--- src/rtl/rf_pkg.sv ---
// Shared types and helpers for the multi-port register file.
//   rf_state_e : clear-engine states (idle / walking the array with zeros)
//   rf_clog2   : ceiling log2, used to size address fields from DEPTH
package rf_pkg;

    typedef enum logic [0:0] {
        RF_IDLE  = 1'b0,
        RF_CLEAR = 1'b1
    } rf_state_e;

    function automatic int rf_clog2(input int value);
        int result;
        result = 0;
        for (int i = 0; i < 31; i++) begin
            if ((32'sd1 << i) < value) begin
                result = i + 1;
            end
        end
        return result;
    endfunction

endpackage

--- src/rtl/rf_read_port.sv ---
// One read port of the register file.
//   clk, rst_n : clock, asynchronous active-low reset (output register only)
//   raddr      : register index for this port
//   mem_flat   : whole storage array, entry i at [i*WIDTH +: WIDTH]
//   wr_fwd     : a write is being accepted this cycle (we && wr_ready)
//   waddr      : write index, wdata : write data (bypass source)
//   rdata      : selected data, combinational or registered per READ_REG
// Select priority: hard-wired zero entry, then same-cycle write bypass,
// then stored contents.
module rf_read_port #(
    parameter int WIDTH    = 16,
    parameter int DEPTH    = 8,
    parameter int AW       = 3,
    parameter int BYPASS   = 1,
    parameter int READ_REG = 0,
    parameter int ZERO_REG = 0
) (
    input  logic                   clk,
    input  logic                   rst_n,
    input  logic [AW-1:0]          raddr,
    input  logic [DEPTH*WIDTH-1:0] mem_flat,
    input  logic                   wr_fwd,
    input  logic [AW-1:0]          waddr,
    input  logic [WIDTH-1:0]       wdata,
    output logic [WIDTH-1:0]       rdata
);

    logic [WIDTH-1:0] sel_s;
    logic [WIDTH-1:0] rdata_q;

    // Priority mux: zero entry, then forwarded write data, then storage.
    always_comb begin
        sel_s = '0;
        if ((ZERO_REG != 0) && (raddr == {AW{1'b0}})) begin
            sel_s = '0;
        end else if ((BYPASS != 0) && wr_fwd && (waddr == raddr)) begin
            sel_s = wdata;
        end else begin
            sel_s = mem_flat[int'(raddr)*WIDTH +: WIDTH];
        end
    end

    // Optional output register; unused (and trimmed) when READ_REG = 0.
    always_ff @(posedge clk or negedge rst_n) begin
        if (!rst_n) begin
            rdata_q <= '0;
        end else begin
            rdata_q <= sel_s;
        end
    end

    assign rdata = (READ_REG != 0) ? rdata_q : sel_s;

endmodule

--- src/rtl/multi_port_register_file.sv ---
// DEPTH x WIDTH general-purpose register file with NRD read ports, one write
// port and a bulk-clear engine.
//   clk, rst_n : clock, asynchronous active-low reset (clears all entries)
//   raddr      : NRD packed read addresses, port i at [i*AW +: AW]
//   rdata      : NRD packed read data, port i at [i*WIDTH +: WIDTH]
//   we/waddr/wdata : write port, accepted only while wr_ready = 1
//   wr_ready   : low while the clear engine owns the array
//   clr_req    : level request for a bulk clear, sampled only when idle
//   clr_busy   : clear sequence in progress (DEPTH cycles)
//   clr_done   : one-cycle pulse on the final clear write
module multi_port_register_file
    import rf_pkg::*;
#(
    parameter  int WIDTH    = 16,
    parameter  int DEPTH    = 8,
    parameter  int NRD      = 2,
    parameter  int BYPASS   = 1,
    parameter  int READ_REG = 0,
    parameter  int ZERO_REG = 0,
    localparam int AW       = rf_clog2(DEPTH)
) (
    input  logic                 clk,
    input  logic                 rst_n,
    input  logic [NRD*AW-1:0]    raddr,
    output logic [NRD*WIDTH-1:0] rdata,
    input  logic                 we,
    input  logic [AW-1:0]        waddr,
    input  logic [WIDTH-1:0]     wdata,
    output logic                 wr_ready,
    input  logic                 clr_req,
    output logic                 clr_busy,
    output logic                 clr_done
);

    localparam logic [AW-1:0] LAST_IDX = AW'(DEPTH - 1);

    rf_state_e              state_q, state_d;
    logic [AW-1:0]          clr_idx_q, clr_idx_d;
    logic [WIDTH-1:0]       mem_q [DEPTH];
    logic [DEPTH*WIDTH-1:0] mem_flat_s;
    logic                   wr_fwd_s;
    logic                   wr_commit_s;
    logic                   clr_wr_s;

    assign wr_ready = (state_q == RF_IDLE);
    assign clr_busy = (state_q == RF_CLEAR);
    assign clr_done = (state_q == RF_CLEAR) && (clr_idx_q == LAST_IDX);

    // Entry 0 is never written when it is hard-wired to zero; the clear walk
    // still spends a cycle on it so the sequence is always DEPTH cycles.
    assign wr_fwd_s    = we && wr_ready;
    assign wr_commit_s = wr_fwd_s && !((ZERO_REG != 0) && (waddr == {AW{1'b0}}));
    assign clr_wr_s    = clr_busy && !((ZERO_REG != 0) && (clr_idx_q == {AW{1'b0}}));

    // Clear engine next-state logic.
    always_comb begin
        state_d   = state_q;
        clr_idx_d = clr_idx_q;
        case (state_q)
            RF_IDLE: begin
                if (clr_req) begin
                    state_d   = RF_CLEAR;
                    clr_idx_d = {AW{1'b0}};
                end else begin
                    state_d   = RF_IDLE;
                end
            end
            RF_CLEAR: begin
                if (clr_idx_q == LAST_IDX) begin
                    state_d   = RF_IDLE;
                    clr_idx_d = {AW{1'b0}};
                end else begin
                    clr_idx_d = clr_idx_q + {{(AW-1){1'b0}}, 1'b1};
                end
            end
            default: begin
                state_d   = RF_IDLE;
                clr_idx_d = {AW{1'b0}};
            end
        endcase
    end

    // Clear engine state register.
    always_ff @(posedge clk or negedge rst_n) begin
        if (!rst_n) begin
            state_q   <= RF_IDLE;
            clr_idx_q <= {AW{1'b0}};
        end else begin
            state_q   <= state_d;
            clr_idx_q <= clr_idx_d;
        end
    end

    // Storage: clear writes and port writes never coincide (wr_ready is low
    // during clear), so the ordering below is only defensive.
    always_ff @(posedge clk or negedge rst_n) begin
        if (!rst_n) begin
            for (int i = 0; i < DEPTH; i++) begin
                mem_q[i] <= '0;
            end
        end else begin
            for (int i = 0; i < DEPTH; i++) begin
                if (clr_wr_s && (clr_idx_q == AW'(i))) begin
                    mem_q[i] <= '0;
                end else if (wr_commit_s && (waddr == AW'(i))) begin
                    mem_q[i] <= wdata;
                end
            end
        end
    end

    // Flatten storage for the read-port instances.
    always_comb begin
        mem_flat_s = '0;
        for (int i = 0; i < DEPTH; i++) begin
            mem_flat_s[i*WIDTH +: WIDTH] = mem_q[i];
        end
    end

    for (genvar p = 0; p < NRD; p++) begin : g_rd
        rf_read_port #(
            .WIDTH   (WIDTH),
            .DEPTH   (DEPTH),
            .AW      (AW),
            .BYPASS  (BYPASS),
            .READ_REG(READ_REG),
            .ZERO_REG(ZERO_REG)
        ) u_rd (
            .clk     (clk),
            .rst_n   (rst_n),
            .raddr   (raddr[p*AW +: AW]),
            .mem_flat(mem_flat_s),
            .wr_fwd  (wr_fwd_s),
            .waddr   (waddr),
            .wdata   (wdata),
            .rdata   (rdata[p*WIDTH +: WIDTH])
        );
    end

endmodule

--- config.mk ---
export PLATFORM = sky130hd
export DESIGN_NAME = multi_port_register_file
export DESIGN_NICKNAME = d
export VERILOG_FILES = /design/src/rtl/rf_pkg.sv /design/src/rtl/rf_read_port.sv /design/src/rtl/multi_port_register_file.sv
export SDC_FILE = /design/constraint.sdc
export NUM_CORES = 1
export LEC_CHECK = 0
export ABC_AREA = 1
export BUFFER_PORTS_ARGS = -buffer_cell sky130_fd_sc_hd__buf_2
export CELL_PAD_IN_SITES_DETAIL_PLACEMENT = 1
export CELL_PAD_IN_SITES_GLOBAL_PLACEMENT = 2
export CORE_ASPECT_RATIO = 0.9
export CORE_MARGIN = 5
export CORE_UTILIZATION = 30
export DETAILED_ROUTE_END_ITERATION = 8
export GPL_ROUTABILITY_DRIVEN = 0
export PLACE_DENSITY = 0.72
export REMOVE_ABC_BUFFERS = 1
export SKIP_CTS_REPAIR_TIMING = 1
export SYNTH_ARGS = -nofsm -noshare
export SYNTH_HDL_FRONTEND = slang
export SYNTH_HIERARCHICAL = 1
export SYNTH_SLANG_ARGS = --single-unit
export TNS_END_PERCENT = 100
--- constraint.sdc ---
create_clock -name clk -period 1.5 [get_ports clk]
set_input_delay 0.3 -clock clk [delete_from_list [all_inputs] [get_ports clk]]
set_output_delay 0.3 -clock clk [all_outputs]
set_load 0.03 [all_outputs]
* Word level (Yosys, flattened, before mapping)
Index checks and enable logic that the tools add are counted.
Operators by class: bitwise gates (word level) 1, add/subtract/negate cells 1, shift operators 2, muxes and demuxes 24, reduce and logical (&&, ||, !) cells 29, eq/ne operators 17
Operator list (number):
- $mux 16 | 18
- $shiftx 128x8->16 | 2
- $eq 3x3->1 const B | 8
- $logic_and 1x1->1 | 19
- $reduce_bool 2->1 | 8
- $eq 3x2->1 const B | 4
- $eq 3x1->1 const B | 2
- $eq 3x3->1 | 2
- $logic_not 3->1 | 2
- $mux 3 | 2
- $pmux 3 s2 | 1
- $add 3x1->3 const B | 1
- $mux 1 | 2
- $ne 2x1->1 const B | 1
- $pmux 1 s2 | 1
- $not 1->1 | 1
Word-level totals: input port bits 29, logic and storage cells 84, bits in registers 132, output and inout port bits 35

* Depth between registers and ports, before layout
depth in word-level cells 5, mapped depth 9, depth with buffers taken out 7

* Modules after synthesis
Netlist, hierarchy kept.
Modules (own cells, without submodules):
- multi_port_register_file | area an instance 5464.0 um2, times used 1, cells each 616, sequential area each 3303.2 um2
- rf_read_port | area an instance 1881.8 um2, times used 2, cells each 428, sequential area each 0.0 um2

* Worst setup path before layout
Ideal clock, no wire load.
path type reg-to-output, start point register state_q, in the netlist clr_busy, end point output rdata[10], buffers on the path 2, data arrival time 1568 ps, cell stages (with the launch flop) 9, path slack -368 ps, data required time 1200 ps, cells stage by stage dfrtp_1 -> nor2_2 -> buf_4 -> nand2_2 -> nor2_8 -> nand2_4 -> buf_6 -> nand3_2 -> nand2_1
On the way: cells in the longest elaborated chain, start to end 4
RTL lines:
- start, declared | line multi_port_register_file.sv:37 | rf_state_e state_q, state_d;
- start signal, assigned | line multi_port_register_file.sv:89 | state_q <= state_d;
- $not 1->1 | line multi_port_register_file.sv:45 | assign wr_ready = (state_q == RF_IDLE);
- $logic_and 1x1->1 | line multi_port_register_file.sv:51 | assign wr_fwd_s = we && wr_ready;
- named net wr_commit_s | line multi_port_register_file.sv:42 | logic wr_commit_s;
- $logic_and 1x1->1 | line rf_read_port.sv:36 | end else if ((BYPASS != 0) && wr_fwd && (waddr == raddr)) begin
- $mux 16 | line rf_read_port.sv:36
- end, declared | line multi_port_register_file.sv:25 | output logic [NRD*WIDTH-1:0] rdata,
The timed path passes the listed nets, and every way through them passes these cells.

* Worst setup path after layout
start point register state_q, in the netlist clr_busy, end point output rdata[10]
On the way: cells in the longest elaborated chain, start to end 4
RTL lines (line):
- $not 1->1 | multi_port_register_file.sv:45
- $logic_and 1x1->1 | multi_port_register_file.sv:51
- $logic_and 1x1->1 | rf_read_port.sv:36
- $mux 16 | rf_read_port.sv:36
Every way passes these cells.

==> summary.md <==
| Metric | Value |
|---|---|
| Status | `complete, but fails checks` |
| Violated checks | `negative setup slack` |
| FF/Latch Area | `3300 µm²` |
| Via count | `9794` |
| Max-slew headroom | `77.9%` |
| P_sw | `0.00655 W` |
| RSZ-0062 raised after global routing | `yes` |
| DRC Markers | `0` |
| Final setup viols | `35` |
| VDD IR max | `0.870 mV` |
| Clock root buffer | `clkbuf_16` |
| Top cells by area, synth | `dfrtp_1 36%, nand2_1 25%, nand3_1 19%` |
| Die W | `195 µm` |
| CTS clk-pin slew, worst paths | `70 ps` |
| Buf/Inv on CP | `2` |
| Worst r2r path cells | `7` |
| CTS tree | `yes` |
| Tmin final | `2150 ps` |
| Post-Synth Simple-Gate Area | `48.9%` |
| Clock tree buffer depth | `2` |
| CTS Sinks | `132` |
| Largest area contributor in the netlist | `dfrtp_1` |
| Crit path from | `clr_busy` |
| Final Max Slew Viols | `0` |
| Fillers | `3950` |
| Post-DP HPWL | `29100 µm` |
| Avg Vias per Cell | `4.91` |
| Final Hold Viols | `0` |
| Delay-heaviest family, CP | `simple AND/OR/NAND/NOR gates` |
| Fin nets | `1609` |
| Multi-input logic area | `4670 µm²` |
| Total iterations of the first detailed-routing run | `5` |
| Main synth FF type | `dfrtp_1` |
| Vias in the first global route | `9906` |
| Skew final | `15.0 ps` |
| Crit end category | `output pin` |
| R2r setup slk | `10 ps` |
| Multiplexer area fraction after synthesis | `0%` |
| Worst-path fanout max | `8` |
| Worst hold path class | `primary input to flip-flop` |
| Post-synth top area share | `35.8%` |
| Async SR Flop Fraction | `100%` |
| Seq pwr share | `33.9%` |
| Leakage power | `6.27 nW` |
| End of the critical path | `rdata[10]` |
| CP max stage cell | `dfrtp_1` |
| Synth Register Bits | `132` |
| Crit-path cells | `nor2_4 -> nand2_2 -> nor2_8 -> nand2_4 -> buf_12 -> nand3_2 -> nand2_1 -> clkbuf_4` |
| Max incr delay on CP | `410 ps` |
| Synth Warn # | `6` |
| Seq/Total Area, Yosys | `35.8%` |
| Syn avg cell area | `6.27 µm²` |
| Data arrival, critical path | `1850 ps` |
| Io pins | `64` |
| Mapped Area | `9230 µm²` |
| Core area | `30600 µm²` |
| Area fraction in compound gates after synthesis | `0.203%` |
| Max_cap viols | `0` |
| First-pass GRT wire length | `61900 µm` |
| R2R Path Start | `clr_busy` |
| Number of flops mapped to enable cells by yosys | `0` |
| DIE AREA | `34400 µm²` |
| PortBufs | `63` |
| Switching portion of total power | `41.2%` |
| Yosys cell types | `23` |
| Largest family of logic cells by synthesized area | `simple AND/OR/NAND/NOR gates` |
| Cell count along the critical path | `8` |
| Iteration-0 DRC Markers | `570` |
| Mapped Cells | `1472` |
| Fin worst setup slack | `-653 ps` |
| Most numerous cell in the Yosys netlist | `nand2_1` |
| ANT cells | `0` |
| Gr usage total | `23.6%` |
| Detail Route Antenna Nets | `0` |
| Final instance area | `11600 µm²` |
| Routed WL | `41000 µm` |
| Routed WL per cell | `20.5 µm` |
| Combinational fraction of design power | `38.1%` |
| P&R area growth vs syn | `25.9%` |
| Num rows | `61` |
| Required @ worst endpoint | `1200 ps` |
| CP Launch Type | `flip-flop` |
| Int Power | `0.00934 W` |
| P per Cell Area | `1370 nW/µm²` |
| Share of layout cells above drive strength 1 | `17.3%` |
| Period utilisation layout | `144%` |
| DP Worst Slack | `-470 ps` |
| Clock latency on the worst-skew pair | `430 ps` |
| Initial antenna violation count | `0` |
| DP Area | `10800 µm²` |
| Die height | `176 µm` |
| Largest net degree at the start of global routing | `41` |
| Synth Area in Adders | `0.814%` |
| Path type of the worst setup path | `flip-flop to output pin` |
| Initial Util | `30.2%` |
| Grt total ovfl | `0` |
| H-tree Lvls | `4` |
| Worst-Margin Slew | `332 ps` |
| Post-Synth XOR/XNOR Area | `0%` |
| Synth cell count leaders | `621 x nand2_1, 342 x nand3_1, 210 x inv_1, 132 x dfrtp_1, 37 x buf_2` |
| Fmax | `464 MHz` |
| TritonCTS Buffers | `17` |
| Clk network pwr share | `28.0%` |
| Reg-to-reg critical path endpoint | `mem_flat_s[96]` |
layout by cell type, fill, tap and decap left out, drive strengths merged:
master	count
inv	220
clkbuf	24
o21ai	1
nand2	636
dfrtp	132
clkinv	9
buf	169
or2	1
nand3	364
ha	6
o31ai	1
clkinvlp	2
dlygate4sd3	1
o22ai	1
nor2	17
bufinv	3
worst min-delay path by stage:
stage,startpoint,end,slack (ps),cells after the start
global placement,rst_n,mem_flat_s[110],210,1
CTS,rst_n,mem_flat_s[110],-260,1
global route,clr_req,clr_idx_q[2],170,3
detailed placement,rst_n,mem_flat_s[110],210,1
finish,clr_req,clr_idx_q[2],160,3
floorplan,rst_n,clr_busy,4,0
final cells by class:
cell class / count / share of cell area [%]
repair buffers: 176 / 14.6
flip-flops and latches: 132 / 28.4
inverters: 220 / 7.16
well taps: 409 / 4.40
multi-input cells: 1027 / 40.2
clock buffers: 18 / 3.69
clock inverters: 14 / 1.55
power by group through the flow:
stage          combinational, W  clock (W)  sequential (W)
2_1_floorplan           0.00335          0         0.00522
3_3_place_gp            0.00565          0         0.00539
3_5_place_dp            0.00578          0         0.00542
4_1_cts                 0.00581    0.00454         0.00536
5_1_grt                 0.00670    0.00469         0.00552
6_report                0.00605    0.00446         0.00539
layer usage:
layer  vias up  routed length, µm  track usage (%)
li1       4726                  -                -
met1      4858              20200             34.1
met2       176              18700             38.2
met3        34               1370             2.73
met4         0                663             5.26
met5         -                  0                0
metrics by stage:
step,hold slack [ps],util (%),cells,TNS (ps),power (W)
final,162,38.0,1996,-19420,0.0159
after detailed placement,208,35.3,1960,-15240,0.0112
after floorplan,4.41,-,1378,-57440,0.00858
after global placement,206,35.3,1960,-14100,0.0110
after global routing,167,38.0,1996,-22220,0.0169
after CTS,-258,37.3,1992,-26860,0.0157
worst register-to-register path: stages (launching register included):
cell and delay, ps:
dfrtp_1 410, nor2_4 150, buf_4 220, nand2_1 160
nor2_4 140, buf_12 190, nand2_1 80, nand2_1 70
cell families after synthesis:
| family | after synthesis |
|---|---|
| buffers and inverters | 314 |
| and+or+nand+nor | 1017 |
| AOI/OAI and AO/OA | 3 |
| DFF | 132 |
| adders and majority gates | 6 |
registers in the layout, indices dropped and copies added (netlist names):
register / flops
clr_busy: 1
mem_flat_s: 128
clr_idx_q: 3
Note: power is estimated with default switching activity, not from simulation.
